<file path="src/rtl/div_iter_if.sv">
// div_iter_if: dividend/divisor slave channels and the result master channel of the divider.
interface div_iter_if;
    logic        s_axis_dividend_tvalid;
    logic        s_axis_dividend_tready;
    logic [31:0] s_axis_dividend_tdata;
    logic        s_axis_divisor_tvalid;
    logic        s_axis_divisor_tready;
    logic [31:0] s_axis_divisor_tdata;
    logic        m_axis_dout_tvalid;
    logic [63:0] m_axis_dout_tdata;
    modport master (
        output s_axis_dividend_tvalid, s_axis_dividend_tdata,
        output s_axis_divisor_tvalid, s_axis_divisor_tdata,
        input  s_axis_dividend_tready, s_axis_divisor_tready,
        input  m_axis_dout_tvalid, m_axis_dout_tdata
    );
    modport slave (
        input  s_axis_dividend_tvalid, s_axis_dividend_tdata,
        input  s_axis_divisor_tvalid, s_axis_divisor_tdata,
        output s_axis_dividend_tready, s_axis_divisor_tready,
        output m_axis_dout_tvalid, m_axis_dout_tdata
    );
endinterface

</file>
<file path="src/rtl/div_iter.sv">
// div_iter: iterative 32-bit radix-2 restoring divider, result {quotient, remainder}.
// Optional DIV_ZERO_BYPASS_EN: a zero divisor skips the iterations and answers in cycle 1.
module div_iter #(
    parameter bit SIGNED = 1'b1
) (
    input logic       clk,
    input logic       reset,
    div_iter_if.slave bus
);
    typedef enum logic [1:0] {IDLE, BUSY, FIX, DONE} state_t;
    state_t      state_q, state_d;
    logic [4:0]  cnt_q, cnt_d;
    logic [32:0] rem_q, rem_d;
    logic [31:0] quo_q, quo_d;
    logic [31:0] dvs_q, dvs_d;
    logic        q_neg_q, q_neg_d;
    logic        r_neg_q, r_neg_d;
    logic        dz_q, dz_d;
    logic [63:0] dout_q, dout_d;
    logic        accept;
    logic [33:0] shifted, diff;
    logic [31:0] dvd_in, dvs_in, q_fix, r_fix;
    assign accept = state_q == IDLE && bus.s_axis_dividend_tvalid && bus.s_axis_divisor_tvalid;
    assign dvd_in = bus.s_axis_dividend_tdata;
    assign dvs_in = bus.s_axis_divisor_tdata;
    assign bus.s_axis_dividend_tready = state_q == IDLE;
    assign bus.s_axis_divisor_tready  = state_q == IDLE;
    assign bus.m_axis_dout_tvalid     = state_q == DONE;
    assign bus.m_axis_dout_tdata      = dout_q;
    // quo_q starts as the dividend magnitude and shifts out MSB-first as quotient bits shift in
    assign shifted = {rem_q, quo_q[31]};
    assign diff    = shifted - {2'b00, dvs_q};
    assign q_fix   = q_neg_q ? -quo_q : quo_q;
    assign r_fix   = r_neg_q ? -rem_q[31:0] : rem_q[31:0];
    always_comb begin
        state_d = state_q;
        cnt_d   = cnt_q;
        rem_d   = rem_q;
        quo_d   = quo_q;
        dvs_d   = dvs_q;
        q_neg_d = q_neg_q;
        r_neg_d = r_neg_q;
        dz_d    = dz_q;
        dout_d  = dout_q;
        case (state_q)
            IDLE: if (accept) begin
                quo_d   = SIGNED && dvd_in[31] ? -dvd_in : dvd_in;
                dvs_d   = SIGNED && dvs_in[31] ? -dvs_in : dvs_in;
                rem_d   = '0;
                cnt_d   = '0;
                q_neg_d = SIGNED && (dvd_in[31] ^ dvs_in[31]);
                r_neg_d = SIGNED && dvd_in[31];
                dz_d    = dvs_in == '0;
`ifdef DIV_ZERO_BYPASS_EN
                state_d = dz_d ? DONE : BUSY;
                if (dz_d) dout_d = {32'hFFFF_FFFF, dvd_in};
`else
                state_d = BUSY;
`endif
            end
            BUSY: begin
                rem_d   = diff[33] ? shifted[32:0] : diff[32:0];
                quo_d   = {quo_q[30:0], ~diff[33]};
                cnt_d   = cnt_q + 5'd1;
                state_d = cnt_q == 5'd31 ? FIX : BUSY;
            end
            // a zero divisor leaves the dividend magnitude as remainder, so only q is forced
            FIX: begin
                dout_d  = {dz_q ? 32'hFFFF_FFFF : q_fix, r_fix};
                state_d = DONE;
            end
            DONE: state_d = IDLE;
        endcase
    end
    always_ff @(posedge clk or posedge reset) begin
        if (reset) begin
            state_q <= IDLE;
            cnt_q   <= '0;
            rem_q   <= '0;
            quo_q   <= '0;
            dvs_q   <= '0;
            q_neg_q <= 1'b0;
            r_neg_q <= 1'b0;
            dz_q    <= 1'b0;
            dout_q  <= '0;
        end else begin
            state_q <= state_d;
            cnt_q   <= cnt_d;
            rem_q   <= rem_d;
            quo_q   <= quo_d;
            dvs_q   <= dvs_d;
            q_neg_q <= q_neg_d;
            r_neg_q <= r_neg_d;
            dz_q    <= dz_d;
            dout_q  <= dout_d;
        end
    end
endmodule

</file>
<file path="src/flat_wrapper.sv">
// flat-port wrapper written by rule: the top's interface ports become plain ports
module div_iter_flat 
#(
    parameter bit SIGNED = 1'b1
)
  (clk, reset, bus_s_axis_dividend_tvalid, bus_s_axis_dividend_tdata, bus_s_axis_divisor_tvalid, bus_s_axis_divisor_tdata, bus_s_axis_dividend_tready, bus_s_axis_divisor_tready, bus_m_axis_dout_tvalid, bus_m_axis_dout_tdata);
  div_iter_if bus_i ();
  input logic clk;
  input logic reset;
  input wire logic [$bits(bus_i.s_axis_dividend_tvalid)-1:0] bus_s_axis_dividend_tvalid;
  input wire logic [$bits(bus_i.s_axis_dividend_tdata)-1:0] bus_s_axis_dividend_tdata;
  input wire logic [$bits(bus_i.s_axis_divisor_tvalid)-1:0] bus_s_axis_divisor_tvalid;
  input wire logic [$bits(bus_i.s_axis_divisor_tdata)-1:0] bus_s_axis_divisor_tdata;
  output wire logic [$bits(bus_i.s_axis_dividend_tready)-1:0] bus_s_axis_dividend_tready;
  output wire logic [$bits(bus_i.s_axis_divisor_tready)-1:0] bus_s_axis_divisor_tready;
  output wire logic [$bits(bus_i.m_axis_dout_tvalid)-1:0] bus_m_axis_dout_tvalid;
  output wire logic [$bits(bus_i.m_axis_dout_tdata)-1:0] bus_m_axis_dout_tdata;
  assign bus_i.s_axis_dividend_tvalid = bus_s_axis_dividend_tvalid;
  assign bus_i.s_axis_dividend_tdata = bus_s_axis_dividend_tdata;
  assign bus_i.s_axis_divisor_tvalid = bus_s_axis_divisor_tvalid;
  assign bus_i.s_axis_divisor_tdata = bus_s_axis_divisor_tdata;
  assign bus_s_axis_dividend_tready = bus_i.s_axis_dividend_tready;
  assign bus_s_axis_divisor_tready = bus_i.s_axis_divisor_tready;
  assign bus_m_axis_dout_tvalid = bus_i.m_axis_dout_tvalid;
  assign bus_m_axis_dout_tdata = bus_i.m_axis_dout_tdata;
  div_iter #(.SIGNED(SIGNED)) u_core (.clk(clk), .reset(reset), .bus(bus_i));
endmodule
</file>
<file path="config.mk">
export PLATFORM = sky130hd
export DESIGN_NAME = div_iter_flat
export DESIGN_NICKNAME = d
export VERILOG_FILES = /design/src/rtl/div_iter_if.sv /design/src/rtl/div_iter.sv /design/src/flat_wrapper.sv
export SDC_FILE = /design/constraint.sdc
export NUM_CORES = 1
export LEC_CHECK = 0
export CELL_PAD_IN_SITES_DETAIL_PLACEMENT = 1
export CELL_PAD_IN_SITES_GLOBAL_PLACEMENT = 1
export CORE_MARGIN = 2
export CORE_UTILIZATION = 46
export CTS_CLUSTER_DIAMETER = 60
export DETAILED_ROUTE_END_ITERATION = 6
export HOLD_SLACK_MARGIN = 0.15
export PLACE_DENSITY = 0.9
export REMOVE_ABC_BUFFERS = 1
export SYNTH_ARGS = -nofsm -noshare
export SYNTH_HDL_FRONTEND = slang
export SYNTH_SLANG_ARGS = --single-unit
export TNS_END_PERCENT = 50
</file>
<file path="constraint.sdc">
create_clock -name clk -period 12 [get_ports clk]
set_input_delay 1.8 -clock clk [delete_from_list [all_inputs] [get_ports clk]]
set_output_delay 1.8 -clock clk [all_outputs]
set_load 0.01 [all_outputs]
</file>
==> out/results.tsv <==
metric	value	unit
ys.flop_type	dfrtp_1	
port_buffers	134	
timing.final.crit_share	39.22	%
final_common_cell	o21ai_0	
drt_iter0_markers	537	
grt_pass1_vias	10901	
max_slew.worst_pin.slew	1282	ps
cp_cell_sequence	clkdlybuf4s50_1, or4_4, or4_1, nor2_1, nand3b_1, or3_1, nand2b_1, o21ai_0, xor2_1, o21ai_0	
setup_viol	0	
placed_cell_area	0.01250	mm²
die_area	0.02498	mm²
avgSynthCellArea	8.670	µm²
clk_pin_slew_worst_paths	70	ps
grt_pass1_wl	56430	µm
rsz0062_at_grt	no	
r2r_end	u_core.rem_q[18]$_DFFE_PP0P_	
min_to	u_core.bus.m_axis_dout_tdata[16]$_DFFE_PP0N_	
startpoint_type	input port	
r2r_cells	11	
die_x	158.0	µm
yosys-mux-area-fraction	2.476	%
layout-drive-gt1-share	5.482	%
io_pins	135	
htreeDepth	4	
drv_slew	0	
routed_via_density	5.992	
cts_resized	0	
groute.usage.overall	28.87	%
pwr_density_cell	286.1	mW/mm²
syn_to_final_growth	20.29	%
place_ws	6876	ps
drc_errors	0	
core_area	0.02340	mm²
rows	56	
nets	1462	
outcome	complete, no violations	
ant_nets	0	
dr.pass1.iters	5	
vias	10109	
ys_seq_area_share	39.20	%
slew_headroom	14.53	%
cts_tree	yes	
cp_slowest_cell	or4_4	
final_cell_area	0.01313	mm²
wl_per_cell	20.84	µm
layout_min_cycle_time	4707	ps
skew	12.39	ps
clock.fmax	212.5	MHz
synth-simple-area-share	15.81	%
synth_edf_count	0	
min_delay_path_depth	2	
antenna_found_initial	0	
initial_core_util	46.64	%
gp_congestion	0.8822	
cts_made_buffers	17	
fin_ws	7293	ps
synth-xor-area-share	11.71	%
path_max_fanout	6	
clk-insertion-delay-late	450	ps
synth_compound_area_share	22.01	%
cp.buffers_inverters	1	
clk_path_buf_depth	2	
cts.sinks	171	
synthArstFlopShare	100.0	%
ir_worst_vdd	122.7	µV
p_leak	0.005659	µW
final_util	56.11	%
die_y	158.0	µm
synth_warnings	0	
crit_top_cell	o21ai_0	
required	12280	ps
overflow	0	
cts_root_buf	clkbuf_16	
finalHoldViolCount	0	
grt_max_degree	111	
hold_class	reg2reg	
endpoint_kind	flop	
cp.arrival	4990	ps
reg2reg_setup_slack	7930	ps
r2r-start	u_core.rem_q[7]$_DFFE_PP0P_	
hold_buffers	0	
cts_setup_buffers	0	
critical_path.top_delay_family	simple AND/OR/NAND/NOR gates	
critPathKind	in2reg	
syn_inst	1259	
layout_common_cells	o21ai_0 (188), dfrtp_1 (171), nand2_1 (151)	
maxCapViolations	0	
synth_top_family_by_area	compound AO/OA/AOI/OAI gates	
hold_start	u_core.bus.m_axis_dout_tdata[16]$_DFFE_PP0N_	
dp.final_hpwl	23860	µm
ys_seq_elements	171	
wl	35160	µm
syn_area	0.01092	mm²
critPathMaxStageDelay	590	ps
antenna_cells	0	
synth_cell_types	57	
fin_tns_setup	0	ps
synthAdderAreaFrac	4.539	%
## worst max path at each step
stage / startpoint / end / cells after the start
finish: bus_s_axis_divisor_tdata[6] / u_core.dvs_q[29]$_DFFE_PP0P_ / 10
CTS: bus_s_axis_divisor_tdata[6] / u_core.dvs_q[29]$_DFFE_PP0P_ / 10
floorplan: reset / async pin / 1
global route: bus_s_axis_divisor_tdata[4] / u_core.dvs_q[29]$_DFFE_PP0P_ / 10
detailed placement: bus_s_axis_divisor_tdata[6] / u_core.dvs_q[29]$_DFFE_PP0P_ / 10
global placement: bus_s_axis_divisor_tdata[4] / u_core.dvs_q[29]$_DFFE_PP0P_ / 10
## kinds of logic (layout without fill, tap and decap cells)
family / Yosys count / in the layout
AND/OR/NAND/NOR: 356 / 356
adder cells (fa/ha/maj): 39 / 39
multiplexers: 27 / 27
AO/OA/AOI/OAI: 400 / 400
flip-flops: 171 / 171
XOR/XNOR: 146 / 146
buffers and inverters: 120 / 229
## state kept, by name (all words and copies together), names as in the netlist, named ones only
name and count:
u_core.cnt_q 5, u_core.dz_q 1, u_core.dvs_q 32, u_core.state_q 1
u_core.quo_q 32, u_core.bus.m_axis_dout_tdata 64, u_core.r_neg_q 1, u_core.q_neg_q 1
u_core.rem_q 33
## synthesized netlist by cell type, types with 8 or more instances
cell type,instances,share of area (%)
or4_4,8,0.83
dfrtp_1,171,39
clkbuf_1,60,2.1
and3_1,10,0.57
o31ai_1,31,2.1
or2_2,8,0.46
nand2b_1,16,0.92
mux2i_1,27,2.5
a21o_1,9,0.62
ha_1,38,4.4
nor3_1,13,0.60
nand2_1,151,5.2
a22oi_1,29,2.0
or4_1,10,0.69
xor2_1,114,9.1
a21oi_1,83,3.8
o41ai_1,15,1.2
or3_1,14,0.80
o21ai_0,188,8.6
inv_1,52,1.8
nor2b_1,10,0.57
nand3_1,38,1.7
xnor2_1,32,2.6
nor2_1,54,1.9
## report_power, final
group / switching, µW / internal [µW] / leakage [µW]
Sequential: 290 / 788 / 0.00206
Clock: 288 / 303 / 0.000304
Combinational: 1210 / 873 / 0.00329
Total: 1790 / 1960 / 0.00566
## tightest hold or removal path, cell delays in order (launching register included)
cell     delay (ps)
dfrtp_1         340
nand2_1          50
o21ai_0          60
## layout make-up
type                            count  area [µm²]
Fill cell                        2736       10270
Multi-Input combinational cell    968        6202
Sequential cell                   171        4279
Timing Repair Buffer              145        1424
Tap cell                          319       399.1
Inverter                           52       200.2
Clock buffer                       17       425.4
Clock inverter                     15       200.2
## metal layers
layer | part of all wire [%] | vias up | GRT usage [%]
li1 | - | 4635 | -
met5 | 0 | - | 0
met1 | 41 | 5064 | 34.42
met2 | 50 | 323 | 50.77
met3 | 5.6 | 87 | 5.639
met4 | 3.5 | 0 | 12.18
## through the flow
stage               std cells  power (µW)  hold WS (ps)
detailed placement       1655        3070         469.8
CTS                      1687        3736         486.5
global placement         1655        2931         449.1
finish                   1687        3756         479.8
global route             1687        4029         518.0
floorplan                1191        2468         449.4
No activity file was read; power rests on OpenSTA's default activity.
